## config.mk

```make
export PLATFORM = sky130hd
export DESIGN_NAME = tx_dll_replay_buffer
export DESIGN_NICKNAME = d
export VERILOG_FILES = /design/src/rtl/tx_dll_replay_buffer.sv
export SDC_FILE = /design/constraint.sdc
export NUM_CORES = 1
export LEC_CHECK = 0
export BUFFER_PORTS_ARGS = -buffer_cell sky130_fd_sc_hd__buf_4
export CORE_MARGIN = 2
export CORE_UTILIZATION = 53
export DETAILED_ROUTE_END_ITERATION = 6
export PLACE_DENSITY = 0.8
export SLEW_MARGIN = 10
export SYNTH_ARGS = -nofsm -noshare
export SYNTH_HDL_FRONTEND = slang
export SYNTH_SLANG_ARGS = --single-unit
```

## constraint.sdc

```tcl
create_clock -name clk -period 3.1 [get_ports clk]
set_clock_uncertainty 0.1 [all_clocks]
set_input_delay 0.465 -clock clk [delete_from_list [all_inputs] [get_ports clk]]
set_output_delay 0.465 -clock clk [all_outputs]
set_load 0.02 [all_outputs]
```

## src/rtl/tx_dll_replay_buffer.sv

```systemverilog
// Transmit data link layer: sequence numbering, CRC-8 LCRC and a replay buffer
// that holds every frame until acked, rewinding on nack or replay timeout.
module tx_dll_replay_buffer #(
  parameter int unsigned DEPTH          = 8,
  parameter int unsigned REPLAY_TIMEOUT = 64
) (
  input  logic        clk,
  input  logic        reset,
  input  logic [19:0] tlp_data_in,
  input  logic        tlp_data_in_valid,
  output logic        tlp_data_in_ready,
  output logic [31:0] tlp_data_out,
  output logic        tlp_data_out_valid,
  input  logic        tlp_data_out_ready,
  input  logic        ack,
  input  logic        nack,
  output logic        replay,
  output logic        retrain
);

  localparam int unsigned IW = $clog2(DEPTH);
  localparam int unsigned TW = $clog2(REPLAY_TIMEOUT);

  logic [3:0]    wr_seq;
  logic [3:0]    rd_seq;
  logic [3:0]    ack_seq;
  logic [TW-1:0] timer;
  logic [1:0]    replay_cnt;
  logic [31:0]   mem [DEPTH];

  logic [3:0]  outstanding;
  logic        full;
  logic        unacked;
  logic        timeout;
  logic        rewind;
  logic        accept;
  logic        send;
  logic        ack_take;
  logic [31:0] frame_in;

  // CRC-8, poly 0x07, init 0, MSB first, no reflection or final XOR
  function automatic logic [7:0] lcrc(input logic [23:0] d);
    logic [7:0] c;
    logic       fb;
    c = 8'h00;
    for (int i = 23; i >= 0; i--) begin
      fb = c[7] ^ d[i];
      c  = {c[6:0], 1'b0} ^ (fb ? 8'h07 : 8'h00);
    end
    return c;
  endfunction

  assign outstanding = wr_seq - ack_seq;
  assign full        = (outstanding == 4'(DEPTH));
  assign unacked     = (ack_seq != rd_seq);
  assign timeout     = unacked && (timer == TW'(REPLAY_TIMEOUT - 1));
  assign rewind      = nack | timeout;
  assign accept      = tlp_data_in_valid & ~full;
  // A rewind pre-empts both the output handshake and any ack in the same cycle
  assign send        = tlp_data_out_valid & tlp_data_out_ready & ~rewind;
  assign ack_take    = ack & unacked & ~rewind;
  assign frame_in    = {wr_seq, tlp_data_in, lcrc({wr_seq, tlp_data_in})};

  assign tlp_data_in_ready  = ~full;
  assign tlp_data_out_valid = (rd_seq != wr_seq);
  assign tlp_data_out       = tlp_data_out_valid ? mem[rd_seq[IW-1:0]] : 32'h0;

  // Frame storage, indexed by sequence number modulo DEPTH
  always_ff @(posedge clk) begin
    if (accept) begin
      mem[wr_seq[IW-1:0]] <= frame_in;
    end
  end

  // Pointers, replay timer and consecutive-replay counter
  always_ff @(posedge clk) begin
    if (reset) begin
      wr_seq     <= 4'd0;
      rd_seq     <= 4'd0;
      ack_seq    <= 4'd0;
      timer      <= '0;
      replay_cnt <= 2'd0;
      replay     <= 1'b0;
      retrain    <= 1'b0;
    end else begin
      replay  <= rewind;
      retrain <= 1'b0;
      if (accept) begin
        wr_seq <= wr_seq + 4'd1;
      end
      if (rewind) begin
        rd_seq <= ack_seq;
        timer  <= '0;
        if (replay_cnt == 2'd3) begin
          retrain    <= 1'b1;
          replay_cnt <= 2'd0;
        end else begin
          replay_cnt <= replay_cnt + 2'd1;
        end
      end else begin
        if (send) begin
          rd_seq <= rd_seq + 4'd1;
        end
        if (ack_take) begin
          ack_seq    <= ack_seq + 4'd1;
          replay_cnt <= 2'd0;
          timer      <= '0;
        end else if (unacked) begin
          timer <= timer + TW'(1);
        end else begin
          timer <= '0;
        end
      end
    end
  end

endmodule

```

==> results of run 1 <==
## cell usage in the layout, fill, tap and decap left out, types with 3 or more instances in the layout
master / netlist / routed
bufinv_16: 0 / 4
nor3_1: 3 / 3
nor2_1: 57 / 57
mux2i_1: 35 / 35
xor2_1: 19 / 19
clkinv_2: 0 / 6
clkinv_1: 0 / 6
nand2_1: 4 / 4
mux4_2: 64 / 64
clkbuf_16: 0 / 29
a21oi_1: 3 / 3
nand3_1: 7 / 7
nand4_1: 3 / 3
buf_4: 1 / 85
edfxtp_1: 256 / 256
clkbuf_1: 12 / 3
ha_1: 12 / 12
dfxtp_1: 25 / 22
xnor2_1: 52 / 51
xnor2_2: 5 / 6
buf_12: 0 / 7
inv_1: 8 / 8
a211oi_1: 3 / 3
and3_1: 10 / 10
## worst min-delay path by stage
stage	to	slack, ns	cells past startpoint
final	mem[2][21]	0.08	1
after global routing	mem[2][21]	0.07	1
after CTS	mem[3][21]	0.07	1
after detailed placement	timer[0]	0.35	1
after global placement	timer[0]	0.33	1
after floorplan	timer[0]	0.32	1
## kinds of logic after synthesis
kind of cell             share of synthesized area (%)
flip-flops                                        71.0
multiplexers                                      15.7
AND/OR/NAND/NOR                                   3.58
XOR/XNOR                                          6.33
buffers and inverters                             1.37
AO/OA/AOI/OAI                                    0.781
adder cells (fa/ha/maj)                           1.30
## registers in the layout (all words and copies together), names as in the netlist, named ones only
register    flops
timer           6
rd_seq          4
replay_cnt      2
ack_seq         4
retrain         1
mem           256
replay          1
wr_seq          4
## synthesized netlist by cell type (2+ instances only)
| library cell | instances | area share [%] |
|---|---|---|
| a31oi_1 | 2 | 0.11 |
| buf_1 | 4 | 0.13 |
| buf_2 | 9 | 0.39 |
| inv_1 | 8 | 0.26 |
| mux2i_1 | 35 | 3.0 |
| xor2_1 | 19 | 1.4 |
| nand4_1 | 3 | 0.16 |
| nand2b_1 | 2 | 0.11 |
| nor3_1 | 3 | 0.13 |
| nand2_1 | 4 | 0.13 |
| nor2_1 | 57 | 1.9 |
| a21oi_1 | 3 | 0.13 |
| clkbuf_1 | 12 | 0.39 |
| dfxtp_1 | 25 | 4.3 |
| ha_1 | 12 | 1.3 |
| xnor2_2 | 5 | 0.71 |
| and3_1 | 10 | 0.54 |
| nand3_1 | 7 | 0.30 |
| a211oi_1 | 3 | 0.20 |
| edfxtp_1 | 256 | 67 |
| mux4_2 | 64 | 12 |
| xnor2_1 | 52 | 3.9 |
## worst register-to-register path: cells and delay by family, from the launching register on
family / cells / cell delay, ns
buf+inv: 1 / 0.08
xor+xnor: 6 / 1.80
fa+ha+maj: 1 / 0.29
flops: 1 / 0.33
## stage by stage
step	area, um^2	worst slack (ns)
detailed placement	12500	0.206
floorplan	11500	0.00351
finish	13500	0.160
global route	13500	0.0272
CTS	13400	0.0273
global placement	12500	0.404
## cell type report
class	instances	area [um^2]
fill	1400	7740
clock inverter	19	199
timing repair buffer	92	778
inverter	9	33.8
clock buffer	32	737
sequential	281	8190
tap	275	344
multi-input combinational	292	3200
## metal layers
layer	vias up	global-route usage, %
met5	-	0
met4	0	5.28
met3	35	2.93
met2	224	33.8
met1	2971	28.4
li1	2566	-
## power by group through the flow
stage,sequential [mW],clock (mW),combinational [mW]
after global placement,4.98,0,2.16
after CTS,4.92,3.46,2.27
final,4.91,3.41,2.29
after global routing,4.93,3.60,2.46
after detailed placement,5.00,0,2.24
after floorplan,4.96,0,1.46
## what timing repair did
item	CTS	global route
setup buffers	0	7
resized for setup	0	2
endpoints found under the setup margin	0	12
==> qor.csv, run 1 <==
metric,value,unit
internal_power,7.76,mW
grt-ovfl-total,0,
syn2layout_area_growth,16.9,%
wl_met3,1500,um
rows,53,
final_nets,742,
io_pins,62,
syn_avg_cell_area,18.9,um^2
synth_area,11500,um^2
clk_path_buf_depth,3,
fin_crit_sh,94.8,%
hold_viol_final,0,
slew_headroom,49.0,%
switching_power,2.85,mW
tightest_slew,0.759,ns
path_class,reg2out,
async_flop_share,0,%
worst_ep_arrival_time,2.37,ns
crit_path_start,wr_seq[3],
final_max_slew_viol_count,0,
grt_pass1_vias,6007,
worst-path-stages,6,
cp_num_buf_inv,3,
cts_made_buffers,28,
yosys_warnings,0,
end_kind,primary output,
drtAntennaViolNets,0,
switching_share,26.8,%
total_power,10.6,mW
diodes,0,
slowest_delay,0.65,ns
highest_layer,met4,
post_drt_wl_per_cell,22.7,um
die_area,23000,um^2
netlist_instances,609,
max-cap-violations,0,
fin_cells,1000,
die_h,152,um
die_x,152,um
synth-main-ff-cell,edfxtp_1,
power_density,787,nW/um^2
vias,5796,
crit_end,tlp_data_out[30],
first_pass_iters,4,
drive_gt1_share,29.1,%
fp.coreArea,21200,um^2
routed_wl,22700,um
worst_path_most_repeated_cell,buf_4,
period_needed,2.94,ns
crit_chain,"buf_4, xor2_1, nor4_4, buf_4, nor2_1, buf_4",
numPortBuffers,61,
power.share.clock,32.1,%
place_congestion,0.789,
dr.first_iter.drc_count,479,
clk_latency,0.53,ns
p_seq_share,46.3,%
crit_slowest_cell,dfxtp_1,
grt_pass1_wl,34600,um
cts_tree,yes,
ys_ff_latch,281,
hold_path.startpoint,tlp_data_in[13],
vdd_drop_max,412,uV
clkSlewWorstSetupHoldPaths,0.06,ns
gr-usage-all-layers,20.2,%
seq_area_frac_synth,71.0,%
dp_hpwl,13600,um
rsz0062_at_grt,false,
synth_fp_nets,647,
comb_power_share,21.6,%
worst_r2r_endpoint,mem[7][2],
antenna_found_initial,0,
start_util,54.4,%
grt_max_degree,45,
wirelength_met1,9440,um
cp_max_fo,11,
cp-start-kind,flop,
synth_cell_type_count,36,
finalSetupViolCount,0,
synth_edf_count,256,
reg2reg_slack,0.21,ns
fmax,0.340,GHz
root_buffer,clkbuf_16,
drc,0,
worst_hold_path_type,in2reg,
dp_cells,942,
cp_top_family,flip-flops,
holdWs,0.0799,ns
hold_buffers,0,
finish.utilization,63.5,%
vias_per_cell,5.80,
crit_required,2.53,ns
dr_wl_met2,11300,um
cts_sinks,281,
p_leak,4.54,nW
reg2reg_depth,8,
tns,0,ns
status,finished clean,
htreeDepth,1,
r2r_start,wr_seq[2],
No activity file was read; power rests on OpenSTA's default activity.
==> run 2: changes to the inputs <==
CORE_MARGIN = default   (was 2)
==> run 2 against run 1 <==
Against the previous run: flip-flop and latch count unchanged; worst setup slack better by 0.029 ns; first-iteration DRC count shrank 6.3%.
==> qor.csv, run 2 (synthesis gave the netlist of run 1 again) <==
metric,value,unit,change
status,finished clean,,
htreeDepth,1,,unchanged
cts_sinks,281,,unchanged
rows,53,,unchanged
cts-resized-gates,0,,unchanged
start_util,54.5,%,+0.17 points
holdPathStages,1,,unchanged
crit_slowest_cell,or3_1,,
clk_path_buf_depth,3,,unchanged
cts_made_buffers,28,,unchanged
grt_pass1_wl,35700,um,+3.2%
die_h,150,um,-1.3%
io_pins,62,,unchanged
diodes,0,,unchanged
vias,5795,,-0.017%
tns,0,ns,unchanged
crit_required,2.53,ns,about the same
finish.utilization,63.4,%,-0.10 points
p_leak,4.49,nW,-1.2%
worst_path_most_repeated_cell,buf_4,,
antenna_found_initial,0,,unchanged
slowest_delay,0.38,ns,-0.27 ns
worst_r2r_endpoint,mem[7][2],,
reg2reg_slack,0.25,ns,+0.04 ns
reg2reg_depth,8,,unchanged
vias_per_cell,5.82,,+0.49%
fp.coreArea,21200,um^2,-0.31%
largest_reg_flops,256,,unchanged
syn2layout_area_growth,16.3,%,
drc,0,,unchanged
hold_viol_final,0,,unchanged
first_pass_iters,4,,unchanged
slew_headroom,48.3,%,-0.72 points
hold_buffers,0,,unchanged
period_needed,2.91,ns,-0.0294 ns
finalSetupViolCount,0,,unchanged
cp-start-kind,flop,,
power_density,786,nW/um^2,about the same
dr.first_iter.drc_count,449,,-6.3%
cts_setup_buffers,0,,unchanged
dp_hpwl,13800,um,+1.1%
path_class,reg2out,,
clkSlewWorstSetupHoldPaths,0.06,ns,about the same
die_area,22400,um^2,-2.6%
die_x,150,um,-1.3%
gr-usage-all-layers,21.6,%,+1.4 points
end_kind,primary output,,
worst_ep_arrival_time,2.35,ns,-0.02 ns
final_nets,736,,-0.81%
place_congestion,0.827,,+4.7%
numPortBuffers,61,,unchanged
grt_max_degree,44,,-2.2%
worst_hold_path_type,in2reg,,
dpl_cell_area,12500,um^2,about the same
final_area,13400,um^2,-0.47%
final_max_slew_viol_count,0,,unchanged
layout_common_cells,"edfxtp_1, buf_4, mux4_2",,
max-cap-violations,0,,unchanged
cp_max_fo,15,,+4
crit_chain,"buf_4, ha_1, nor2b_1, o21ai_0, a21oi_1, or3_1, buf_4",,
r2r_start,wr_seq[2],,
post_drt_wl_per_cell,23.2,um,+2.4%
cts_tree,yes,,
final_common_cell,edfxtp_1,,
rsz0062_at_grt,false,,
drtAntennaViolNets,0,,unchanged
grt_pass1_vias,6238,,+3.8%
vdd_drop_max,415,uV,+0.78%
grt-ovfl-total,0,,unchanged
tightest_slew,0.770,ns,+0.0107 ns
fmax,0.344,GHz,+1.0%
clk_latency,0.53,ns,about the same
crit_path_start,wr_seq[1],,
fin_crit_sh,93.9,%,-0.95 points
root_buffer,clkbuf_16,,
drive_gt1_share,28.1,%,-1.0 points
crit_end,tlp_data_in_ready,,
routed_wl,23100,um,+1.9%
[run 2: cell count changes in the layout (fill, tap and decap cells not counted), moves of 2 or more]
cell / delta
buf_4: -5
clkbuf_1: -2
clkinv_1: +5
clkinv_2: -3
clkinvlp_4: +3
[run 2: worst max-delay path, delay by kind of cell (launching register included)]
| kind | cells | cell delay [ns] |
|---|---|---|
| compound gates | 2 | 0.31 |
| fa+ha+maj | 1 | 0.27 |
| buf+inv | 2 | 0.39 |
| flops | 1 | 0.33 |
| simple gates | 2 | 0.52 |
[run 2: final cells by class]
class / count / area (um^2)
Sequential cell: 281 / 8190
Inverter: 9 / 33.8
Timing Repair Buffer: 86 / 721
Fill cell: 1433 / 7730
Tap cell: 275 / 344
Clock inverter: 22 / 208
Multi-Input combinational cell: 292 / 3190
Clock buffer: 30 / 729
[run 2: worst min path at each step]
| stage | startpoint | to | slack [ns] |
|---|---|---|---|
| finish | tlp_data_in[12] | mem[4][20] | 0.09 |
| global route | tlp_data_in[12] | mem[5][20] | 0.07 |
| CTS | tlp_data_in[12] | mem[5][20] | 0.07 |
| detailed placement | timer[0] | timer[0] | 0.36 |
| global placement | timer[0] | timer[0] | 0.33 |
| floorplan | timer[0] | timer[0] | 0.32 |
[run 2: where the power goes]
part | switching, mW | leakage [nW] | total [mW] | internal, mW
logic | 1.37 | 1.50 | 2.23 | 0.861
registers | 0.0910 | 2.54 | 4.93 | 4.84
clock network | 1.37 | 0.449 | 3.39 | 2.03
total | 2.83 | 4.49 | 10.5 | 7.72
[run 2: metrics by stage]
stage / cells / power, mW / hold WS [ns] / worst slack (ns)
3_5_place_dp: 943 / 7.23 / 0.362 / 0.289
3_3_place_gp: 943 / 7.11 / 0.330 / 0.425
4_1_cts: 995 / 10.6 / 0.0690 / 0.159
2_1_floorplan: 609 / 6.42 / 0.318 / 0.00351
5_1_grt: 995 / 10.9 / 0.0686 / 0.0464
6_report: 995 / 10.5 / 0.0862 / 0.190
[run 2: routing by layer]
metal / vias to the layer above / wire [um] / track usage [%]
met5: - / 0 / 0
met1: 3003 / 9450 / 28.9
met3: 32 / 1460 / 3.63
met4: 0 / 380 / 5.71
li1: 2565 / - / -
met2: 195 / 11800 / 36.6
